$ cat src/rtl/dcsg_pkg.sv
// Shared encodings and constants for the DCSG bus responder: channel/type
// codes, wait counter sizing and reset values of the register file.
package dcsg_pkg;

  localparam int CNT_W = 5;
  localparam logic [CNT_W-1:0] WAIT_LOAD_NORMAL = 5'd31;
  localparam logic [CNT_W-1:0] WAIT_LOAD_FAST   = 5'd1;
  localparam logic [3:0]       VOL_SILENT       = 4'hF;

  typedef enum logic [1:0] {
    CH_0 = 2'd0,
    CH_1 = 2'd1,
    CH_2 = 2'd2,
    CH_3 = 2'd3
  } chan_e;

  typedef enum logic {
    TYPE_TONE = 1'b0,
    TYPE_VOL  = 1'b1
  } reg_type_e;

  // Layout matches bits 6:4 of a latch byte, so a slice casts straight in.
  typedef struct packed {
    chan_e     chan;
    reg_type_e rtype;
  } latch_t;

  typedef enum logic [1:0] {
    ST_IDLE = 2'd0,
    ST_WAIT = 2'd1,
    ST_DONE = 2'd2
  } state_e;

  function automatic logic [CNT_W-1:0] wait_load(input logic fast);
    return fast ? WAIT_LOAD_FAST : WAIT_LOAD_NORMAL;
  endfunction

endpackage

$ cat src/rtl/dcsg_reg_file.sv
// Latch/data byte decoder and PSG register file; updates only on the
// single-cycle wr_en strobe issued by the handshake FSM.
module dcsg_reg_file
  import dcsg_pkg::*;
(
  input  logic       clk,
  input  logic       reset,
  input  logic       wr_en,
  input  logic [7:0] wr_data,
  output logic [9:0] tone0,
  output logic [9:0] tone1,
  output logic [9:0] tone2,
  output logic [2:0] noise_ctrl,
  output logic [3:0] vol0,
  output logic [3:0] vol1,
  output logic [3:0] vol2,
  output logic [3:0] vol3,
  output logic       noise_reset
);

  latch_t           latch_reg;
  latch_t           target;
  logic             is_latch;
  logic             noise_sel;
  logic [2:0]       noise_reg;
  logic             noise_reset_reg;
  logic [2:0][9:0]  tone_bus;
  logic [3:0][3:0]  vol_bus;

  // A latch byte addresses its own target; a data byte reuses the last latch.
  always_comb begin
    is_latch  = wr_data[7];
    target    = is_latch ? latch_t'(wr_data[6:4]) : latch_reg;
    noise_sel = (target.chan == CH_3) && (target.rtype == TYPE_TONE);
  end

  always_ff @(posedge clk) begin
    if (reset) begin
      latch_reg <= '{chan: CH_0, rtype: TYPE_TONE};
    end else if (wr_en && is_latch) begin
      latch_reg <= latch_t'(wr_data[6:4]);
    end
  end

  genvar gi;
  generate
    for (gi = 0; gi < 3; gi++) begin : g_tone
      logic [9:0] tone_reg;
      always_ff @(posedge clk) begin
        if (reset) begin
          tone_reg <= '0;
        end else if (wr_en && target.rtype == TYPE_TONE && target.chan == chan_e'(2'(gi))) begin
          if (is_latch) tone_reg[3:0] <= wr_data[3:0];
          else          tone_reg[9:4] <= wr_data[5:0];
        end
      end
      assign tone_bus[gi] = tone_reg;
    end

    for (gi = 0; gi < 4; gi++) begin : g_vol
      logic [3:0] vol_reg;
      always_ff @(posedge clk) begin
        if (reset) begin
          vol_reg <= VOL_SILENT;
        end else if (wr_en && target.rtype == TYPE_VOL && target.chan == chan_e'(2'(gi))) begin
          vol_reg <= wr_data[3:0];
        end
      end
      assign vol_bus[gi] = vol_reg;
    end
  endgenerate

  // Pulse is registered so it lines up with the noise_ctrl update.
  always_ff @(posedge clk) begin
    if (reset) begin
      noise_reg       <= '0;
      noise_reset_reg <= 1'b0;
    end else begin
      noise_reset_reg <= wr_en && noise_sel;
      if (wr_en && noise_sel) noise_reg <= wr_data[2:0];
    end
  end

  assign tone0       = tone_bus[0];
  assign tone1       = tone_bus[1];
  assign tone2       = tone_bus[2];
  assign vol0        = vol_bus[0];
  assign vol1        = vol_bus[1];
  assign vol2        = vol_bus[2];
  assign vol3        = vol_bus[3];
  assign noise_ctrl  = noise_reg;
  assign noise_reset = noise_reset_reg;

endmodule

$ cat src/rtl/dcsg_bus_responder.sv
// CPU-side write handshake for the DCSG: samples the bus on PSG ticks, holds
// ready low for the programmed wait, then commits the byte to the register file.
module dcsg_bus_responder
  import dcsg_pkg::*;
#(
  parameter int FAST_IO_G = 0
) (
  input  logic       clk,
  input  logic       reset,
  input  logic       en_clk_psg_i,
  input  logic       ce_n_i,
  input  logic       wr_n_i,
  input  logic [7:0] data_i,
  output logic       ready_o,
  output logic [9:0] tone0_o,
  output logic [9:0] tone1_o,
  output logic [9:0] tone2_o,
  output logic [2:0] noise_ctrl_o,
  output logic [3:0] vol0_o,
  output logic [3:0] vol1_o,
  output logic [3:0] vol2_o,
  output logic [3:0] vol3_o,
  output logic       noise_reset_o
);

  localparam logic [CNT_W-1:0] LOAD_VAL = wait_load(FAST_IO_G != 0);

  state_e           state_reg, state_next;
  logic [CNT_W-1:0] cnt_reg, cnt_next;
  logic [7:0]       data_reg, data_next;
  logic             ready_reg, ready_next;
  logic             commit;

  always_ff @(posedge clk) begin
    if (reset) begin
      state_reg <= ST_IDLE;
      cnt_reg   <= '0;
      data_reg  <= '0;
      ready_reg <= 1'b1;
    end else begin
      state_reg <= state_next;
      cnt_reg   <= cnt_next;
      data_reg  <= data_next;
      ready_reg <= ready_next;
    end
  end

  always_comb begin
    state_next = state_reg;
    cnt_next   = cnt_reg;
    data_next  = data_reg;
    ready_next = ready_reg;
    commit     = 1'b0;
    if (en_clk_psg_i) begin
      case (state_reg)
        ST_IDLE: begin
          if (!ce_n_i && !wr_n_i) begin
            data_next  = data_i;
            cnt_next   = LOAD_VAL;
            ready_next = 1'b0;
            state_next = ST_WAIT;
          end
        end
        // Bus release during the wait is deliberately ignored.
        ST_WAIT: begin
          if (cnt_reg == '0) begin
            commit     = 1'b1;
            ready_next = 1'b1;
            state_next = ST_DONE;
          end else begin
            cnt_next = cnt_reg - CNT_W'(1);
          end
        end
        ST_DONE: begin
          if (wr_n_i || ce_n_i) state_next = ST_IDLE;
        end
        default: state_next = ST_IDLE;
      endcase
    end
  end

  assign ready_o = ready_reg;

  dcsg_reg_file u_reg_file (
    .clk         (clk),
    .reset       (reset),
    .wr_en       (commit),
    .wr_data     (data_reg),
    .tone0       (tone0_o),
    .tone1       (tone1_o),
    .tone2       (tone2_o),
    .noise_ctrl  (noise_ctrl_o),
    .vol0        (vol0_o),
    .vol1        (vol1_o),
    .vol2        (vol2_o),
    .vol3        (vol3_o),
    .noise_reset (noise_reset_o)
  );

endmodule

$ cat config.mk
export PLATFORM = sky130hd
export DESIGN_NAME = dcsg_bus_responder
export DESIGN_NICKNAME = d
export VERILOG_FILES = /design/src/rtl/dcsg_pkg.sv /design/src/rtl/dcsg_reg_file.sv /design/src/rtl/dcsg_bus_responder.sv
export SDC_FILE = /design/constraint.sdc
export NUM_CORES = 1
export LEC_CHECK = 0
export CORE_ASPECT_RATIO = 0.5
export CORE_MARGIN = 5
export CORE_UTILIZATION = 50
export CTS_BUF_LIST = sky130_fd_sc_hd__clkbuf_4
export DETAILED_ROUTE_END_ITERATION = 10
export GPL_TIMING_DRIVEN = 0
export PLACE_DENSITY = 0.88
export SKIP_CTS_REPAIR_TIMING = 1
export SLEW_MARGIN = 10
export SYNTH_ARGS = -nofsm -noshare
export SYNTH_HDL_FRONTEND = slang
export SYNTH_HIERARCHICAL = 1
export SYNTH_SLANG_ARGS = --single-unit
$ cat constraint.sdc
create_clock -name clk -period 3.4 [get_ports clk]
set_clock_uncertainty 0.1 [all_clocks]
set_input_delay 0.68 -clock clk [delete_from_list [all_inputs] [get_ports clk]]
set_output_delay 0.68 -clock clk [all_outputs]
set_load 0.01 [all_outputs]
# Word level (Yosys, flattened, before mapping)
# Index checks and enable logic that the tools add are counted.
# Widths: inputs -> output; s select.
# op_classes
n_lt_le_gt_ge,0
shifts,0
mux,14
n_addsub,1
n_eq_ne,9
mul,0
n_bitwise,2
n_div,0
n_reduce_logical,30
# ops
op,count
$logic_and 1x1->1,13
$reduce_and 2->1,6
$reduce_and 4->1,3
$mux 5,2
$pmux 5 s2,1
$ne 2x2->1 const B,4
$eq 2x2->1 const B,3
$mux 2,3
$pmux 2 s3,1
$logic_not 5->1,1
$mux 1,5
$sub 5x1->5 const B,1
$eq 2x1->1 const B,2
$logic_not 2->1,2
$mux 3,1
$reduce_and 3->1,1
$logic_not 1->1,2
$not 1->1,2
$pmux 1 s2,1
$reduce_bool 2->1,1
$logic_or 1x1->1,1
# word_totals
mem_count,0
romBits,0
in_bits,13
ram_bits,0
word_cells,74
output_inout_bits,51
reg_bits,69
latch_bits,0

# Longest topological paths before layout
# logic_depth
depth_word,7
depth_mapped,10
mapped_depth_nobuf,8

# Cells and area by module
# Netlist, hierarchy kept.
# by_module_without_submodules
module,instances,cells_per_inst,area_per_inst_um2
dcsg_reg_file,1,252,2344.7
dcsg_bus_responder,1,84,737.0

# Least setup slack after synthesis
# OpenSTA, ideal clock, no wires.
# synth_timing
path_type,input-to-reg
start,in en_clk_psg_i
end,reg u_reg_file.g_tone[2].tone_reg[6] (netlist: u_reg_file/tone2[6])
path_slack_ns,1.284
path_stages,7
arrival_time_ns,1.884
setup_time_ns,0.132
required_time_ns,3.168
path_buffers,1
path_cell_list,and3b_1 > nand2_1 > inv_1 > or3b_1 > buf_2 > o21ai_1 > a21oi_1
# synth_between
elab_chain_len,4
# synth_lines
element,line_no,source
"start, declared",dcsg_bus_responder.sv:10,"input logic en_clk_psg_i,"
$mux 1,dcsg_bus_responder.sv:54,if (en_clk_psg_i) begin
named net commit,dcsg_bus_responder.sv:32,logic commit;
$logic_and 1x1->1 (2 in series),dcsg_reg_file.sv:52,end else if (wr_en && target.rtype == TYPE_TONE && target.chan == chan_e'(2'(gi))) begin
$reduce_and 2->1 (no line),--,
"end signal, assigned",dcsg_reg_file.sv:54,else tone_reg[9:4] <= wr_data[5:0];
"end, declared",dcsg_reg_file.sv:48,logic [9:0] tone_reg;
# The timed path passes the listed nets, and every way through them passes these cells.
# A chain may end at the register's enable or synchronous reset.

# Worst setup path after layout
# layout_timing
start,in en_clk_psg_i
end,reg u_reg_file.g_tone[2].tone_reg[8] (netlist: u_reg_file/tone2[8])
# Same word-level chain as after synthesis.

==> metrics.md <==
| Metric | Value |
|---|---|
| Status | `completed` |
| Largest delay share family, worst path | `buffers and inverters` |
| Hold Vio Cnt, Final | `0` |
| Synth Cell Area | `roughly 0.003 mm^2` |
| Initial DRC count | `between 200 and 250` |
| First-pass GRT wire length | `around 12 mm` |
| Worst path cell trace | `clkdlybuf4s50_1, and3b_1, nand2_1, inv_1, or3b_1, buf_2, o21ai_1, a21oi_1` |
| Root Driver | `clkbuf_4` |
| Share of layout cells above drive strength 1 | `about an eighth` |
| CTS Sinks | `69` |
| DR DRC count | `0` |
| Initial Util | `about half` |
| Yosys warning count | `6` |
| HPWL after DPL | `between 5 and 6 mm` |
| Post-route antenna net violation count | `0` |
| Port Buffer Count | `between 60 and 70` |
| Library cells used by synthesis | `between 50 and 60` |
| Flops & latches, synth | `69` |
| Leakage | `1.46 nW` |
| H-Tree Level Count | `3` |
| TritonCTS Buffers | `9` |
| DR pass1 iterations | `4` |
| WL final | `approximately 7.3 mm` |
| Critical path launch point type | `input port` |
| N_diodes | `0` |
| Worst setup margin | `~0.86 ns` |
| Max stage delay cell, worst path | `clkdlybuf4s50_1` |
| Crit path from | `en_clk_psg_i` |
| Seq/Total Area, Yosys | `44.8%` |
| Final Cell Area | `0.00396 mm^2` |
| FMAX | `~400 MHz` |
| Initial antenna violation count | `0` |
| Vias in the first global route | `~2600` |
| Pre-CTS setup slack | `between 0.4 and 0.5 ns` |
| Die footprint | `roughly 0.0079 mm^2` |
| Row count | `20` |
| Final Setup Violations | `0` |
| Post-synth EDFFs | `0` |
| Mean routed wirelength per cell | `between 10 and 15 um` |
| Clk slew on worst S/H paths | `between 0.1 and 0.15 ns` |
| Worst Path Buf+Inv | `3` |
| Later-pin clock latency in the skew report | `0.41 ns` |
| VDD IR-drop max | `177 uV` |
| Post-Syn Instances | `roughly 340` |
| Reg-to-reg startpoint | `cnt_reg[0]` |
| Syn Nets | `between 300 and 400` |
| Final period util | `between 70% and 80%` |
| Syn Area/Cell | `9.17 um^2` |
| Placer Congestion | `~0.84` |
| Area grow syn2layout | `28.4%` |
| Max clock buf depth | `2` |
| Hold Path Origin | `u_reg_file/tone2[2]` |
| Gr ovfl total | `0` |
| Max Slew Vio Count | `0` |
| Largest stage delay, worst path | `0.53 ns` |
| Hold WC Path Type | `flop to flop` |
| MaxCap Viol Count | `0` |
| Unrepaired setup endpoints after global routing | `false` |
| Met1 WL | `between 3 and 4 mm` |
| Via count | `roughly 2700` |
| CTS tree | `yes` |
| Vias per cell | `about 5.4` |
| Tightest Pin Transition | `between 0.5 and 0.6 ns` |
| Slew Limit Headroom | `about 63%` |
| Crit path required time | `roughly 3.6 ns` |
| Die extent in x | `~120 um` |
| Wire length on met3 | `~550 um` |
| Crit-path max FO | `10` |
| Largest net degree at the start of global routing | `13` |
| WS Path Type | `input port to flop` |
| Met2 WL | `3.41 mm` |
| Core Region | `0.00603 mm^2` |
| Die height | `between 60 and 70 um` |
| Critical Path AT | `~2.7 ns` |
| Nets | `~420` |
| FFs w/ async S/R, synth | `0%` |
| Placed cell area | `0.00382 mm^2` |
| I/O pin total | `64` |
| Max layer used | `met4` |
| FILL cells | `slightly below 500` |
| Synth Flop Type | `dfxtp_1` |
| Final Critical Period | `between 2 and 3 ns` |
| Fin Setup TNS | `0 ns` |
| Overall Global Routing Usage | `just under 20%` |
| PD cells | `~370 mW/mm^2` |
| Worst Setup End Kind | `flop` |
kinds of logic after synthesis:
logic type / share of synthesized area [%]
AOI/OAI and AO/OA: 19.5
muxes: 6.90
DFF: 44.8
and+or+nand+nor: 22.0
buffers and inverters: 6.29
adders and majority gates: 0.406
synth_stat cells (2+ instances only):
master,n,share of area [%]
nand2b_1,10,2.0
a21oi_4,2,1.1
nand4b_4,2,1.5
nand4_1,4,0.81
nor2_1,25,3.0
dfxtp_1,69,45
or4b_4,2,0.89
nor3_1,2,0.32
clkbuf_1,11,1.3
nand3_1,34,5.5
buf_4,2,0.49
o21ai_1,16,2.6
buf_2,8,1.3
nor2b_1,4,0.81
inv_1,9,1.1
o21ai_0,23,3.7
buf_6,4,1.5
nand2_1,9,1.1
a211o_1,2,0.57
mux2_2,2,0.73
or2_2,2,0.41
mux2i_1,19,6.2
a21oi_1,44,7.1
nand4bb_1,2,0.73
and3b_1,3,0.85
report_power, final:
part	switching, W	internal (W)	total [W]
combinational	0.0000698	0.0000489	0.000119
clock	0.000293	0.000219	0.000512
sequential	0.00000931	0.000817	0.000827
area by class of cell:
type                    instances  area [um^2]  area share, %
multi-input cells             231         1510           38.1
well taps                      88          110           2.78
clock buffers                   9         67.6           1.71
plain buffers                  27          160           4.05
flip-flops and latches         69         1380           34.9
inverters                       9         33.8          0.854
repair buffers                 63          631           15.9
clock inverters                 7         66.3           1.68
routing by layer:
layer,vias to the layer above,GRT usage (%)
li1,1350,-
met1,1272,24.3
met2,84,33.0
met3,13,5.76
met4,0,6.64
met5,-,0
tightest hold or removal path, cell delays in order (launching register included):
cell and delay, ns:
dfxtp_1 0.32, o21ai_0 0.06, a21oi_1 0.06
through the flow:
| stage | instances | power [W] | hold slack [ns] | util (%) |
|---|---|---|---|---|
| after floorplan | 336 | 0.000920 | 0.353 | - |
| after global placement | 487 | 0.000959 | 0.344 | 63.4 |
| after detailed placement | 487 | 0.000961 | 0.369 | 63.4 |
| after CTS | 503 | 0.00147 | 0.384 | 65.6 |
| after global routing | 503 | 0.00153 | 0.402 | 65.6 |
| final | 503 | 0.00146 | 0.383 | 65.6 |
worst paths after layout:
| path | end | slack (ns) | cells after the start |
|---|---|---|---|
| worst min-delay path | u_reg_file/tone2[2] | 0.38 | 2 |
| worst min register to register | u_reg_file/tone2[2] | 0.38 | 2 |
| worst max register to register | u_reg_file/tone2[8] | 0.97 | 9 |
| worst max-delay path | u_reg_file/tone2[8] | 0.86 | 8 |
cells in the final DEF, fill, tap and decap left out, drive strengths merged, types with 2 or more instances in the layout:
cell type	synthesis	final
a211o	2	2
a21boi	2	2
a21oi	46	46
and3b	3	3
buf	16	16
clkbuf	11	20
clkdlybuf4s50	0	63
clkinv	0	3
clkinvlp	0	3
dfxtp	69	69
inv	9	9
mux2	2	2
mux2i	19	19
nand2	9	9
nand2b	10	10
nand3	34	34
nand4	5	5
nand4b	2	2
nand4bb	2	2
nor2	25	25
nor2b	4	4
nor3	3	3
nor3b	2	2
nor4b	2	2
o21ai	39	39
or2	2	2
or4b	2	2
No activity file was read; power rests on OpenSTA's default activity.
